<file path="config.mk">
export PLATFORM = sky130hd
export DESIGN_NAME = uart_hex_tx
export DESIGN_NICKNAME = d
export VERILOG_FILES = /design/src/rtl/dbg_uart_pkg.sv /design/src/rtl/uart_tx_byte.sv /design/src/rtl/uart_hex_tx.sv
export SDC_FILE = /design/constraint.sdc
export NUM_CORES = 1
export LEC_CHECK = 0
export CORE_MARGIN = 3
export CORE_UTILIZATION = 39
export DETAILED_ROUTE_END_ITERATION = 10
export SYNTH_ARGS = -nofsm -noshare
export SYNTH_HDL_FRONTEND = slang
export SYNTH_SLANG_ARGS = --single-unit
</file>
<file path="constraint.sdc">
create_clock -name clk -period 2.75 [get_ports clk]
set_input_delay 0.825 -clock clk [delete_from_list [all_inputs] [get_ports clk]]
set_output_delay 0.825 -clock clk [all_outputs]
set_load 0.01 [all_outputs]
</file>
<file path="src/rtl/dbg_uart_pkg.sv">
// Shared definitions for the debug-terminal UART transmit path.
// ASCII constants, hex-digit mapping, baud divisor and FSM states.
package dbg_uart_pkg;

  localparam logic [7:0] ASCII_CR = 8'h0D;
  localparam logic [7:0] ASCII_LF = 8'h0A;

  typedef enum logic [1:0] {
    IDLE,
    LOAD,
    SEND
  } state_t;

  // Uppercase hex digit for one nibble
  function automatic logic [7:0] hex2ascii(input logic [3:0] n);
    if (n < 4'd10) return 8'h30 + {4'h0, n};
    else           return 8'h37 + {4'h0, n};
  endfunction

  // Whole clock cycles per serial bit
  function automatic int clks_per_bit(input int freq, input int baud);
    return freq / baud;
  endfunction

endpackage

</file>
<file path="src/rtl/uart_tx_byte.sv">
// 8N1 byte serializer with a valid/ready load port.
// Ready also in the last stop-bit cycle so frames run back to back.
module uart_tx_byte
  import dbg_uart_pkg::*;
#(
  parameter int CPB = 868
) (
  input  logic       clk,
  input  logic       rst,
  input  logic       i_valid,
  input  logic [7:0] i_data,
  output logic       o_ready,
  output logic       o_txd
);

  localparam int BW = (CPB > 1) ? $clog2(CPB) : 1;
  localparam logic [BW-1:0] BAUD_LAST = BW'(CPB - 1);

  logic          r_busy;
  logic [BW-1:0] r_baud;
  logic [3:0]    r_bit;
  logic [8:0]    r_shift;
  logic          r_txd;

  logic w_bit_end;
  logic w_frame_end;
  logic w_load;

  assign w_bit_end   = (r_baud == BAUD_LAST);
  assign w_frame_end = r_busy && w_bit_end && (r_bit == 4'd9);
  assign o_ready     = !r_busy || w_frame_end;
  assign w_load      = i_valid && o_ready;
  assign o_txd       = r_txd;

  // Baud/bit counting, shifting and the line flop; bit 9 is the stop bit
  always_ff @(posedge clk or posedge rst) begin
    if (rst) begin
      r_busy  <= 1'b0;
      r_baud  <= '0;
      r_bit   <= 4'd0;
      r_shift <= '0;
      r_txd   <= 1'b1;
    end else if (w_load) begin
      r_busy  <= 1'b1;
      r_baud  <= '0;
      r_bit   <= 4'd0;
      r_shift <= {1'b1, i_data};
      r_txd   <= 1'b0;
    end else if (r_busy) begin
      if (w_bit_end) begin
        r_baud <= '0;
        if (r_bit == 4'd9) begin
          r_busy <= 1'b0;
          r_bit  <= 4'd0;
          r_txd  <= 1'b1;
        end else begin
          r_bit   <= r_bit + 4'd1;
          r_txd   <= r_shift[0];
          r_shift <= {1'b1, r_shift[8:1]};
        end
      end else begin
        r_baud <= r_baud + 1'b1;
      end
    end
  end

endmodule

</file>
<file path="src/rtl/uart_hex_tx.sv">
// Prints a 32-bit word as 8 uppercase hex chars (+ optional CR LF).
// Next character is loaded in the serializer's last stop-bit cycle.
module uart_hex_tx
  import dbg_uart_pkg::*;
#(
  parameter int CLK_FREQ    = 100_000_000,
  parameter int BAUD        = 115_200,
  parameter bit APPEND_CRLF = 1'b1
) (
  input  logic        clk,
  input  logic        rst,
  input  logic        start,
  input  logic [31:0] data_in,
  output logic        busy,
  output logic        done,
  output logic        txd,
  output logic [7:0]  tx_char
);

  localparam int CPB   = clks_per_bit(CLK_FREQ, BAUD);
  localparam int NCHAR = APPEND_CRLF ? 10 : 8;
  localparam logic [3:0] LAST_IDX = 4'(NCHAR - 1);

  state_t      r_state;
  state_t      w_next;
  logic [31:0] r_word;
  logic [3:0]  r_idx;
  logic        r_busy;
  logic        r_done;
  logic [7:0]  r_char;

  logic [31:0] w_sel_word;
  logic [3:0]  w_sel_idx;
  logic [3:0]  w_nib;
  logic [7:0]  w_char;
  logic        w_load;
  logic        w_fin;
  logic        w_ready;

  uart_tx_byte #(
    .CPB(CPB)
  ) u_byte (
    .clk    (clk),
    .rst    (rst),
    .i_valid(w_load),
    .i_data (w_char),
    .o_ready(w_ready),
    .o_txd  (txd)
  );

  // LOAD is a zero-time phase: accept and first char load share one edge
  always_comb begin
    w_next     = r_state;
    w_load     = 1'b0;
    w_fin      = 1'b0;
    w_sel_word = r_word;
    w_sel_idx  = r_idx + 4'd1;
    unique case (r_state)
      IDLE: begin
        if (start) begin
          w_next     = SEND;
          w_load     = 1'b1;
          w_sel_word = data_in;
          w_sel_idx  = 4'd0;
        end
      end
      SEND: begin
        if (w_ready) begin
          if (r_idx == LAST_IDX) begin
            w_next = IDLE;
            w_fin  = 1'b1;
          end else begin
            w_load = 1'b1;
          end
        end
      end
      LOAD:    w_next = SEND;
      default: w_next = IDLE;
    endcase
  end

  // Character select: nibble 0 is bits [31:28], then CR and LF
  always_comb begin
    w_nib = w_sel_word[{~w_sel_idx[2:0], 2'b11} -: 4];
    if (w_sel_idx == 4'd8)      w_char = ASCII_CR;
    else if (w_sel_idx == 4'd9) w_char = ASCII_LF;
    else                        w_char = hex2ascii(w_nib);
  end

  // FSM state register
  always_ff @(posedge clk or posedge rst) begin
    if (rst) r_state <= IDLE;
    else     r_state <= w_next;
  end

  // Word, index, and registered busy/done/tx_char
  always_ff @(posedge clk or posedge rst) begin
    if (rst) begin
      r_word <= '0;
      r_idx  <= 4'd0;
      r_busy <= 1'b0;
      r_done <= 1'b0;
      r_char <= 8'h00;
    end else begin
      r_done <= w_fin;
      if (w_load) begin
        r_busy <= 1'b1;
        r_idx  <= w_sel_idx;
        r_char <= w_char;
        if (r_state == IDLE) r_word <= data_in;
      end else if (w_fin) begin
        r_busy <= 1'b0;
        r_idx  <= 4'd0;
        r_char <= 8'h00;
      end
    end
  end

  assign busy    = r_busy;
  assign done    = r_done;
  assign tx_char = r_char;

endmodule

</file>
==> key figures <==
Logic synthesis
  – Dominant synthesized flop cell: sky130_fd_sc_hd__dfrtp_1
  – Cell variety after synth: 52
  – Most used standard cells in the synthesized netlist: sky130_fd_sc_hd__nand2_1 (126), sky130_fd_sc_hd__dfrtp_1 (70), sky130_fd_sc_hd__nor2_1 (23)
  – Synthesized area: 0.00355 mm^2
  – Library cell occupying the most area in the post-synthesis netlist: sky130_fd_sc_hd__dfrtp_1
  – Post-synthesis register bit count: 71
  – Async S/R FF share, synth: 100%
  – Proportion of netlist area held by the largest area contributor: 49.4%
  – Synth Area per Inst: 9.02 um^2
  – Syn Nets: 434
  – Dominant cells by area after synthesis: sky130_fd_sc_hd__dfrtp_1 (49%), sky130_fd_sc_hd__nand2_1 (13%), sky130_fd_sc_hd__a21oi_1 (2.5%)
  – Leading cell type by number of instances after synthesis: sky130_fd_sc_hd__nand2_1
  – Fraction of the yosys area taken by sequential cells: 50.1%
  – Yosys Warn Count: 0
  – Number of enable flip-flop cells after synthesis: 0
  – Cells after Synth: 393

Place
  – Sum of net half-perimeters after detailed placement: 5980 um
  – Port Buffers: 44
  – Post-detailed-placement cell area: 0.00438 mm^2
  – Worst slack after detailed placement: -0.286 ns
  – Total placed cells including tap cells: 571
  – Routability congestion estimate: 0.904

Timing
  – Final hold violation count: 0
  – Worst setup slack after layout: 0.146 ns
  – Min Tclk post-route: 2.60 ns
  – Post-route clock period utilization: 94.7%
  – Number of setup violations in the final report: 0
  – Worst clock skew: 0.00429 ns
  – Worst hold-check slack: 0.472 ns
  – Highest Clock Rate: 384 MHz
  – Final max-slew violation count: 0

Worst hold path
  – Type of the most critical hold path: flop to flop

Power and ir drop
  – Total leakage power: 2.20 nW
  – Worst vdd rail ir drop: 305 uV
  – Sequential cell fraction of total power: 47.0%
  – Switching power summed over all nets: 684 uW
  – Part of the total power dissipated in combinational logic: 18.9%
  – Internal power consumption: 1.92 mW
  – Power share of the clock group: 34.2%
  – Net Sw Frac: 26.3%
  – Total power per unit cell area: 560 mW/mm^2

Final layout
  – Fraction of final layout cells sized beyond drive strength 1: 16.2%
  – Post-synthesis to final-layout area growth: 31.0%
  – Number of standard cells in the final layout excluding fillers: 589
  – Number of nets in the layout: 517
  – Antenna diode count: 0
  – Final design instance area without fill: 0.00464 mm^2

Critical path
  – Crit path max-delay cell type: sky130_fd_sc_hd__dfrtp_1
  – Startpoint-to-endpoint class of the critical path: flop to flop
  – Crit path max-delay family: compound AO/OA/AOI/OAI gates
  – Critical Path, Cell by Cell: inv_1 -> ha_4 -> mux2_2 -> a221oi_2 -> nor3_1 -> nor2_1 -> ha_2 -> buf_4 -> nor3b_1 -> o21ai_1 -> o31ai_1
  – Buffering stage count on the worst path with inverters included: 2
  – Type of destination of the critical path: flop
  – Kind of start point of the critical path: flop
  – Largest driver fanout on the critical path: 4
  – Maximum cell stage delay along the critical path: 0.39 ns
  – Arrival time of the worst setup path: 2.85 ns
  – Required time at the endpoint of the critical path: 3.00 ns

Clocking
  – Clock input transition at the sequential cells of the worst setup and hold paths: 0.07 ns
  – Clock tree from TritonCTS: done
  – H-tree depth reported by CTS: 3
  – Number of buffers inserted for hold repair after clock tree synthesis: 0
  – TritonCTS Buffers: 9
  – Clock Sink Count: 71
  – Maximum count of clock buffers along a single path: 2
  – Worst-skew pair later-pin latency: 0.34 ns
  – Buffer type at the clock tree root: sky130_fd_sc_hd__clkbuf_8

Drt
  – Final ANT Viol Nets: 0
  – Via total after detailed routing: 2,960
  – DR DRC count: 0
  – Routed length per instance: 13.8 um
  – Initial DRC Count: 96
  – Wire length reported by the detailed router: 8120 um
  – DR pass1 iterations: 4
  – Via/cell ratio: 5.03

Global routing
  – Tot GR Track Use: 17.0%
  – Pin count of the biggest net entering global routing: 72
  – First-pass GRT wire length: 13,900 um
  – Vias in the first global route: 2,945
  – Initial antenna violation count: 0
  – Remaining Overflow, GRT: 0

Floorplanning
  – Number of placed I/O pins: 46
  – Vert. Die Dim: 101 um
  – Floorplan Core Area: 0.00876 mm^2
  – Die Footprint: 0.0103 mm^2
  – Row Count: 34
  – DIE WIDTH: 101 um
  – Initial Util: 40.5%

Run status
  – Run status: complete, no violations

Job
  – Max-cap viol count: 0
## final timing paths
| check | to | slack [ns] | cells after the start | start |
|---|---|---|---|---|
| worst max register to register | u_byte.r_shift[2] | 0.15 | 11 | r_idx[1] |
| worst min-delay path | r_word[1] | 0.47 | 2 | r_word[1] |
| worst min register to register | r_word[1] | 0.47 | 2 | r_word[1] |
| max in group asynchronous | u_byte.o_txd | 1.53 | 3 | rst |
| min in group asynchronous | done | 0.86 | 3 | rst |
| worst max-delay path | u_byte.r_shift[2] | 0.15 | 11 | r_idx[1] |
## cell type report
cell class                      count  area [um^2]
Tap cell                          108          135
Sequential cell                    71         1780
Inverter                            6         22.5
Clock buffer                       12          135
Timing Repair Buffer               90          801
Fill cell                         822         4120
Clock inverter                      4         70.1
Multi-Input combinational cell    298         1700
## per-stage QoR
step / util, % / total power [mW] / TNS [ns]
5_1_grt: 53.0 / 2.74 / -0.0328
3_3_place_gp: 50.0 / 1.70 / -1.53
4_1_cts: 52.3 / 2.61 / 0
3_5_place_dp: 50.0 / 1.71 / -1.93
2_1_floorplan: - / 1.50 / 0
6_report: 53.0 / 2.60 / 0
## routing by layer
layer	global-route usage, %	wire (um)	vias up
li1	-	-	1504
met1	22.7	3820	1383
met2	27.0	3790	57
met3	3.51	319	16
met4	6.85	185	0
met5	0	0	-
## sequential cells by signal, indices dropped and copies added, names as in the netlist
name            cells
busy                1
done                1
r_idx               4
r_state             1
r_word             32
tx_char             7
u_byte.o_txd        1
u_byte.r_baud      10
u_byte.r_bit        4
u_byte.r_busy       1
u_byte.r_shift      9
## power by group through the flow
| stage | Clock, mW | Sequential (mW) | Combinational [mW] |
|---|---|---|---|
| floorplan | 0 | 1.23 | 0.268 |
| global placement | 0 | 1.23 | 0.468 |
| detailed placement | 0 | 1.24 | 0.475 |
| CTS | 0.913 | 1.22 | 0.477 |
| global route | 0.955 | 1.24 | 0.542 |
| finish | 0.889 | 1.22 | 0.490 |
## kinds of logic (layout without fill, tap and decap cells)
family,count (synthesis),after routing,synth area share (%)
muxes,13,13,4.83
DFF,71,71,50.1
buffers and inverters,24,112,3.07
and+or+nand+nor,194,194,23.7
AOI/OAI and AO/OA,74,74,13.3
other,1,1,0.106
xor gates and xnor gates,10,10,2.68
adders and majority gates,6,6,2.12
## repair_timing
item / 4_1_cts / 5_1_grt
gates resized for setup: 0 / 9
setup endpoints to repair: 0 / 5
buffers inserted: 0 / 2
## tightest hold or removal path, stage by stage, from the launching register on
cell                      delay, ns
sky130_fd_sc_hd__dfrtp_1       0.34
sky130_fd_sc_hd__nand2_1       0.05
sky130_fd_sc_hd__nand2_1       0.05
## cell usage in the layout, fill, tap and decap left out, types with 2 or more instances in the layout
master and n:
sky130_fd_sc_hd__nand3_1 9, sky130_fd_sc_hd__nand2b_1 3, sky130_fd_sc_hd__a21oi_1 17, sky130_fd_sc_hd__clkinv_2 2, sky130_fd_sc_hd__clkbuf_1 3, sky130_fd_sc_hd__bufinv_16 2, sky130_fd_sc_hd__clkdlybuf4s50_1 43, sky130_fd_sc_hd__o21ai_0 18
sky130_fd_sc_hd__dfrtp_1 70, sky130_fd_sc_hd__ha_2 2, sky130_fd_sc_hd__mux2_2 2, sky130_fd_sc_hd__xnor2_1 2, sky130_fd_sc_hd__and3b_1 2, sky130_fd_sc_hd__a221oi_2 2, sky130_fd_sc_hd__xor2_1 7, sky130_fd_sc_hd__nor2_1 23
sky130_fd_sc_hd__or3_1 3, sky130_fd_sc_hd__o21ai_1 7, sky130_fd_sc_hd__a221o_1 2, sky130_fd_sc_hd__nor3_1 8, sky130_fd_sc_hd__o21a_1 2, sky130_fd_sc_hd__o31ai_1 3, sky130_fd_sc_hd__ha_1 3, sky130_fd_sc_hd__buf_4 45
sky130_fd_sc_hd__nand3b_1 2, sky130_fd_sc_hd__mux2i_1 7, sky130_fd_sc_hd__a21oi_2 2, sky130_fd_sc_hd__and3_1 2, sky130_fd_sc_hd__a22o_1 2, sky130_fd_sc_hd__and2_1 3, sky130_fd_sc_hd__inv_1 5, sky130_fd_sc_hd__nand2_1 126
sky130_fd_sc_hd__nand4_1 3, sky130_fd_sc_hd__clkbuf_8 9, sky130_fd_sc_hd__nor4_1 2, sky130_fd_sc_hd__o22ai_1 4, sky130_fd_sc_hd__mux4_2 3, sky130_fd_sc_hd__a31oi_1 4, sky130_fd_sc_hd__a21o_1 5
Power figures use the tool's default switching activity.
